--- config.mk ---
export PLATFORM = sky130hd
export DESIGN_NAME = acc_step_counter
export DESIGN_NICKNAME = d
export VERILOG_FILES = /design/src/rtl/acc_step_counter.sv
export SDC_FILE = /design/constraint.sdc
export NUM_CORES = 1
export LEC_CHECK = 0
export ABC_AREA = 1
export CAP_MARGIN = 20
export CORE_AREA = 5 5 43 63
export DETAILED_ROUTE_END_ITERATION = 12
export DIE_AREA = 0 0 48 68
export PLACE_DENSITY = 0.82
export SLEW_MARGIN = 20
export SYNTH_ARGS = -nofsm -noshare
export SYNTH_HDL_FRONTEND = slang
export SYNTH_SLANG_ARGS = --single-unit
export TNS_END_PERCENT = 10
--- constraint.sdc ---
create_clock -name clk -period 4.14 [get_ports clk]
set_input_delay 0.828 -clock clk [delete_from_list [all_inputs] [get_ports clk]]
set_output_delay 0.828 -clock clk [all_outputs]
set_load 0.05 [all_outputs]
--- src/rtl/acc_step_counter.sv ---
// acc_step_counter: registered up/down accumulating counter with programmable modulus,
// wrap or saturate mode, load/clear, and one-cycle ovf/unf pulses with a sticky error flag.
// Optional match comparator is enabled by defining ACC_STEP_COUNTER_MATCH_EN.
module acc_step_counter #(
    parameter int WIDTH    = 8,
    parameter int STEP_W   = 4,
    parameter int MAX_VAL  = 2**WIDTH-1,
    parameter bit SATURATE = 1'b0
) (
    input  logic              clk,
    input  logic              rst_n,
    input  logic              clear,
    input  logic              load,
    input  logic [WIDTH-1:0]  load_val,
    input  logic              en,
    input  logic              up,
    input  logic [STEP_W-1:0] step,
`ifdef ACC_STEP_COUNTER_MATCH_EN
    input  logic [WIDTH-1:0]  match_val,
    output logic              match,
`endif
    output logic [WIDTH-1:0]  count,
    output logic              ovf,
    output logic              unf,
    output logic              err_sticky
);
    localparam logic [WIDTH:0]   MAX_X = (WIDTH+1)'(MAX_VAL);
    localparam logic [WIDTH:0]   MOD_X = (WIDTH+1)'(MAX_VAL + 1);
    localparam logic [WIDTH-1:0] MAX_W = WIDTH'(MAX_VAL);

    logic [WIDTH-1:0] count_q, count_d;
    logic             ovf_q, ovf_d, unf_q, unf_d, err_q, err_d;
    logic [WIDTH:0]   cur_x, step_x, sum_x, up_x, dn_x;
    logic             over, under, act;

    // Next-state arithmetic at WIDTH+1 bits, then priority clear > load > en.
    always_comb begin
        cur_x   = {1'b0, count_q};
        step_x  = (WIDTH+1)'(step);
        sum_x   = cur_x + step_x;
        over    = sum_x > MAX_X;
        under   = step_x > cur_x;
        up_x    = over ? (SATURATE ? MAX_X : sum_x - MOD_X) : sum_x;
        dn_x    = under ? (SATURATE ? '0 : cur_x + MOD_X - step_x) : cur_x - step_x;
        act     = en && (step != '0);
        count_d = clear ? '0
                : load  ? ((load_val > MAX_W) ? MAX_W : load_val)
                : act   ? WIDTH'(up ? up_x : dn_x)
                :         count_q;
        ovf_d   = !clear && !load && act && up && over;
        unf_d   = !clear && !load && act && !up && under;
        err_d   = !clear && (err_q || ovf_d || unf_d);
    end

`ifdef ACC_STEP_COUNTER_MATCH_EN
    logic match_q, match_d;

    // Pulse only when count is actually rewritten to the match value, not on holds.
    always_comb begin
        match_d = !clear && (load || act) && (count_d == match_val);
    end

    // Match flag register, cleared by reset.
    always_ff @(posedge clk) begin
        if (!rst_n) match_q <= 1'b0;
        else        match_q <= match_d;
    end

    assign match = match_q;
`endif

    // State registers; reset discards any in-flight operation without flagging.
    always_ff @(posedge clk) begin
        if (!rst_n) begin
            count_q <= '0;
            ovf_q   <= 1'b0;
            unf_q   <= 1'b0;
            err_q   <= 1'b0;
        end else begin
            count_q <= count_d;
            ovf_q   <= ovf_d;
            unf_q   <= unf_d;
            err_q   <= err_d;
        end
    end

    assign count      = count_q;
    assign ovf        = ovf_q;
    assign unf        = unf_q;
    assign err_sticky = err_q;
endmodule

* Word-level counts from Yosys, hierarchy flattened
Cells that the tools add are included.
** Word-level totals
- Output and inout bits :: 11
- Memory bits (read-only) :: 0
- Logic and storage cells :: 35
- Memory bits (writable) :: 0
- Memories :: 0
- Latch bits :: 0
- Bits in registers :: 11
** Cells by class
- Reductions and logical operators :: 16
- Equal/unequal tests :: 0
- $mul :: 0
- $add $sub $neg :: 5
- Div/mod/pow operators :: 0
- $lt $le $gt $ge :: 3
- Multiplexer cells :: 6
- Bitwise logic cells :: 1
- Shift-type cells :: 0
** Operator list (number)
- $mux 8 :: 6
- $sub 8x4->8 :: 2
- $add 8x4->9 :: 1
- $gt 9x8->1 const B :: 1
- $add 8x1->8 const B :: 1
- $gt 4x8->1 :: 1
- $gt 8x8->1 const B :: 1
- $logic_and 1x1->1 :: 8
- $sub 8x1->8 const B :: 1
- $reduce_bool 4->1 :: 1
- $logic_not 1->1 :: 3
- $logic_or 1x1->1 :: 2
- $reduce_bool 2->1 :: 1
- $reduce_or 2->1 :: 1
- $not 1->1 :: 1

* Longest topological paths before layout
- Depth in word-level cells :: 8
- Depth in mapped cells :: 12
- Gate-level depth less buffers :: 12

* Worst setup path after synthesis
OpenSTA, ideal clock, no wires.
- Kind :: in2reg
- Start :: input step[0]
- End :: register count_q[2] (netlist: count[2])
- Path slack :: 2.108 ns
- Data arrival time :: 1.976 ns
- Stages on the path :: 8
- Setup time :: 0.056 ns
- Path through :: ha_1 -> fa_1 -> nand2_1 -> o21ai_0 -> xor2_1 -> o211ai_1 -> nand2_1 -> inv_1
** Between the ends
- Cells in the longest elaborated chain, start to end :: 6
- Elaborated cells between the ends (all ways) :: 14
- Those cells by class :: add/sub: 4; order compare: 2; mux: 5; reduce/logical: 3
** Ends and longest elaborated chain
- start: declaration :: line 17 : input logic [STEP_W-1:0] step,
- $add 8x4->9 :: line 40 : sum_x = cur_x + step_x;
- $sub 8x1->8 or $gt 9x8->1 (tied branches) :: line 43, 41
- $mux 8 :: line 43 : up_x = over ? (SATURATE ? MAX_X : sum_x - MOD_X) : sum_x;
- $mux 8 (2 in series) :: line 48 : : act ? WIDTH'(up ? up_x : dn_x)
- $mux 8 :: line 47 : : load ? ((load_val > MAX_W) ? MAX_W : load_val)
- end signal: assignment :: line 80 : count_q <= count_d;
- end: declaration :: line 31 : logic [WIDTH-1:0] count_q, count_d;
Several ways; a longest one is shown, not always the timed one. The select of a mux whose other input is x is not followed.
A chain may end at the register's enable or synchronous reset.

* Final worst setup path
- Start :: register count_q[4] (netlist: count[4])
- End :: output count[4]
** RTL lines
- end: declaration :: line 22 : output logic [WIDTH-1:0] count,
No word-level cell between the ends.

==> metrics.md <==
| Metric | Value |
|---|---|
| Run status | `finished, final reports clean` |
| Top cells by count, synth | `sky130_fd_sc_hd__nand2_1, sky130_fd_sc_hd__inv_1, sky130_fd_sc_hd__nand3_1` |
| R2r setup slk | `2.25 ns` |
| DRC marker count from the first detailed-route iteration | `17` |
| Data arrival time at the worst-slack endpoint | `1.75 ns` |
| Endpoint of the lowest-slack register-to-register path | `count[6]$_SDFFE_PP0P_` |
| Total inserted antenna cells | `0` |
| Routability-driven placement congestion ratio | `0.905` |
| Total net switching power | `around 0.11 mW` |
| Leakage power figure | `0.635 nW` |
| Number of distinct library cell variants in the gate-level netlist after synthesis | `26` |
| Endpoints failing setup | `0` |
| Non-Filler Instances | `213` |
| Starting density of the core | `0.474` |
| Critical Path End Type | `output pin` |
| Worst-Margin Slew | `0.503 ns` |
| Hold Path Class | `flip-flop to flip-flop` |
| Ys flop type | `sky130_fd_sc_hd__dfxtp_1` |
| Synth Register Bits | `11` |
| Die area | `3260 um^2` |
| Post-synthesis to final-layout area growth | `31.4%` |
| Initial antenna violation count | `0` |
| Die width | `48 um` |
| Area post-placement | `1310 um^2` |
| Number of buffers created by CTS | `3` |
| Routed vias/inst | `5.35` |
| Post-cts hold buffer count | `0` |
| Class of the most critical setup path | `flip-flop to output pin` |
| Number of buffers inserted by post-CTS setup repair | `0` |
| Share of layout cells above drive strength 1 | `0.100` |
| Total standard cell area after synthesis | `1020 um^2` |
| RSZ-0062 raised after global routing | `false` |
| Time the worst path needs with I/O delays and setup | `approximately 2.6 ns` |
| Total iterations of the first detailed-routing run | `4` |
| Ys async rst share | `0` |
| Net count of the finished layout | `between 200 and 250` |
| Cell at the root of the clock tree | `sky130_fd_sc_hd__clkbuf_4` |
| Number of global-route vias before repair | `1105` |
| Std-Cell Rows | `21` |
| Most area-consuming cells after synthesis | `sky130_fd_sc_hd__dfxtp_1, sky130_fd_sc_hd__nand2_1, sky130_fd_sc_hd__ha_1` |
| Cell type contributing the most total cell area after synthesis | `sky130_fd_sc_hd__dfxtp_1` |
| Clock latency of the later-clocked register in the worst-skew pair | `0.28 ns` |
| Die span in y | `68 um` |
| Number of remaining DRC errors | `0` |
| Largest delay share family, worst path | `buffers and inverters` |
| Final period utilization | `0.622` |
| Maximum clock rate | `just under 0.4 GHz` |
| Internal power contribution | `0.192 mW` |
| Pwr Density | `228 nW/um^2` |
| Clock tree from TritonCTS | `built` |
| Count of buffering cells on the critical path with inverters included | `1` |
| Floorplan Core Area | `2150 um^2` |
| Startpoint of the most critical register-to-register path | `count[0]$_SDFFE_PP0P_` |
| Number of slew-limit violations in the final report | `0` |
| Number of routed nets with antenna violations | `0` |
| Portion of total power attributed to the clock network | `0.247` |
| DR WL/cell | `13.5 um` |
| Setup TNS | `0 ns` |
| Routed WL | `between 2000 and 3000 um` |
| DPL Wire Length | `2350 um` |
| Total number of clock tree sinks | `11` |
| Critical path data required time | `3.31 ns` |
| CP max stage cell | `sky130_fd_sc_hd__clkdlybuf4s50_1` |
| Post-place setup slack | `1.41 ns` |
| Clock H-tree levels | `1` |
| GRT Resource Usage Total | `0.208` |
| Cell area after layout | `1340 um^2` |
| Remaining global-route overflow | `0` |
| Placed insts | `209` |
| Final Skew | `0.00466 ns` |
| Syn_area_per_cell | `6.38 um^2` |
| Area share of the largest cell type after synthesis | `0.216` |
| Total vias in the final route | `~1100` |
| Pwr Total | `0.306 mW` |
| I/O pins | `29` |
| Sink of the worst hold path | `count[7]$_SDFFE_PP0P_` |
| Peak supply drop | `about 0.21 mV` |
| Delay contributed by the slowest stage of the critical path | `0.89 ns` |
| Worst reg2reg path depth | `10` |
| Final number of hold-violating endpoints | `0` |
| Switching power as a share of total power | `0.373` |
| First-pass GRT wire length | `4770 um` |
| Part of the power in registers | `0.382` |
| Sequential-to-total area share from yosys stat | `0.216` |
| Slew margin rel. | `0.664` |
| Number of enable flip-flop cells after synthesis | `0` |
| Gate count of the mapped netlist | `160` |
| PostCTS Resize Cnt | `0` |
| Setup WS post-layout | `1.57 ns` |
| Critical Path Source Type | `flip-flop` |
| Hold Path Stages | `2` |
| Count of input and output buffers | `28` |
| Largest net degree at the start of global routing | `11` |
| Synth warnings | `0` |
| Ordered list of cells on the worst path | `clkdlybuf4s50_1` |
| Largest fanout of any net on the critical path | `9` |
| Max-capacitance violation count | `0` |
| Clock-pin slew reported for the worst setup and hold paths after clock tree synthesis | `0.07 ns` |
| Logic gate share of total power | `0.371` |
| Number of nets produced by synthesis | `188` |
| Worst min-delay path startpoint | `count[7]$_SDFFE_PP0P_` |
| Most frequently used cell type in the post-synthesis netlist | `sky130_fd_sc_hd__nand2_1` |
| Clock tree buffer depth | `2` |
-- cells in the final DEF, fill, tap and decap left out --
cell	instances
sky130_fd_sc_hd__dfxtp_1	11
sky130_fd_sc_hd__inv_2	5
sky130_fd_sc_hd__nand3_2	2
sky130_fd_sc_hd__a21oi_1	10
sky130_fd_sc_hd__o211ai_1	2
sky130_fd_sc_hd__nor2_2	1
sky130_fd_sc_hd__fa_1	2
sky130_fd_sc_hd__o21ai_0	5
sky130_fd_sc_hd__clkdlybuf4s50_1	28
sky130_fd_sc_hd__nor3_1	3
sky130_fd_sc_hd__nand4_1	3
sky130_fd_sc_hd__inv_1	22
sky130_fd_sc_hd__nor4_1	1
sky130_fd_sc_hd__clkinv_2	1
sky130_fd_sc_hd__nand3_1	16
sky130_fd_sc_hd__nor2_4	2
sky130_fd_sc_hd__nor2_1	10
sky130_fd_sc_hd__nand2_2	2
sky130_fd_sc_hd__nand2_1	44
sky130_fd_sc_hd__o21ai_2	2
sky130_fd_sc_hd__xor2_1	2
sky130_fd_sc_hd__ha_1	8
sky130_fd_sc_hd__a21oi_2	1
sky130_fd_sc_hd__clkbuf_4	3
sky130_fd_sc_hd__a31oi_1	2
sky130_fd_sc_hd__nand3b_1	1
sky130_fd_sc_hd__o21ai_1	1
-- sequential cells by signal, summed over array words and instances, names as in the netlist --
register	flops
unf	1
count	8
ovf	1
err_sticky	1
-- final cells by class --
type / count / area [um^2]
Clock buffer: 3 / 22.5
Timing Repair Buffer: 28 / 280
Sequential cell: 11 / 220
Fill cell: 209 / 813
Tap cell: 23 / 28.8
Clock inverter: 1 / 5.00
Inverter: 27 / 101
Multi-Input combinational cell: 120 / 683
-- power groups by stage --
| stage | sequential [mW] | clock, mW | combinational (mW) |
|---|---|---|---|
| final | 0.117 | 0.0754 | 0.113 |
| after global routing | 0.118 | 0.0850 | 0.125 |
| after CTS | 0.117 | 0.0783 | 0.113 |
| after detailed placement | 0.119 | 0 | 0.113 |
| after global placement | 0.119 | 0 | 0.110 |
| after floorplan | 0.131 | 0 | 0.0591 |
-- logic make-up after synthesis --
logic type      Yosys count  synth area share
compound gates           23             0.131
xor+xnor                  2            0.0172
fa+ha+maj                10             0.137
buf+inv                  29             0.115
flops                    11             0.216
simple gates             85             0.384
-- how the worst max path moves through the flow --
| stage | start | end | cells past startpoint |
|---|---|---|---|
| 4_1_cts | count[4]$_SDFFE_PP0P_ | count[4] | 1 |
| 2_1_floorplan | step[0] | count[2]$_SDFFE_PP0P_ | 8 |
| 3_5_place_dp | step[0] | count[6]$_SDFFE_PP0P_ | 10 |
| 5_1_grt | count[4]$_SDFFE_PP0P_ | count[4] | 1 |
| 3_3_place_gp | step[0] | count[2]$_SDFFE_PP0P_ | 9 |
| 6_report | count[4]$_SDFFE_PP0P_ | count[4] | 1 |
-- through the flow --
step | util | hold WS, ns
6_report | 0.623 | 0.528
5_1_grt | 0.623 | 0.552
4_1_cts | 0.623 | 0.525
3_5_place_dp | 0.610 | 0.514
3_3_place_gp | 0.610 | 0.502
2_1_floorplan | - | 0.717
-- metal layers --
metal / global-route usage / part of all wire / vias up
met4: 0.0909 / 0.030 / 0
li1: - / - / 574
met5: 0 / 0 / -
met2: 0.351 / 0.52 / 38
met3: 0.0579 / 0.051 / 8
met1: 0.232 / 0.39 / 520
No activity file was read; power rests on OpenSTA's default activity.
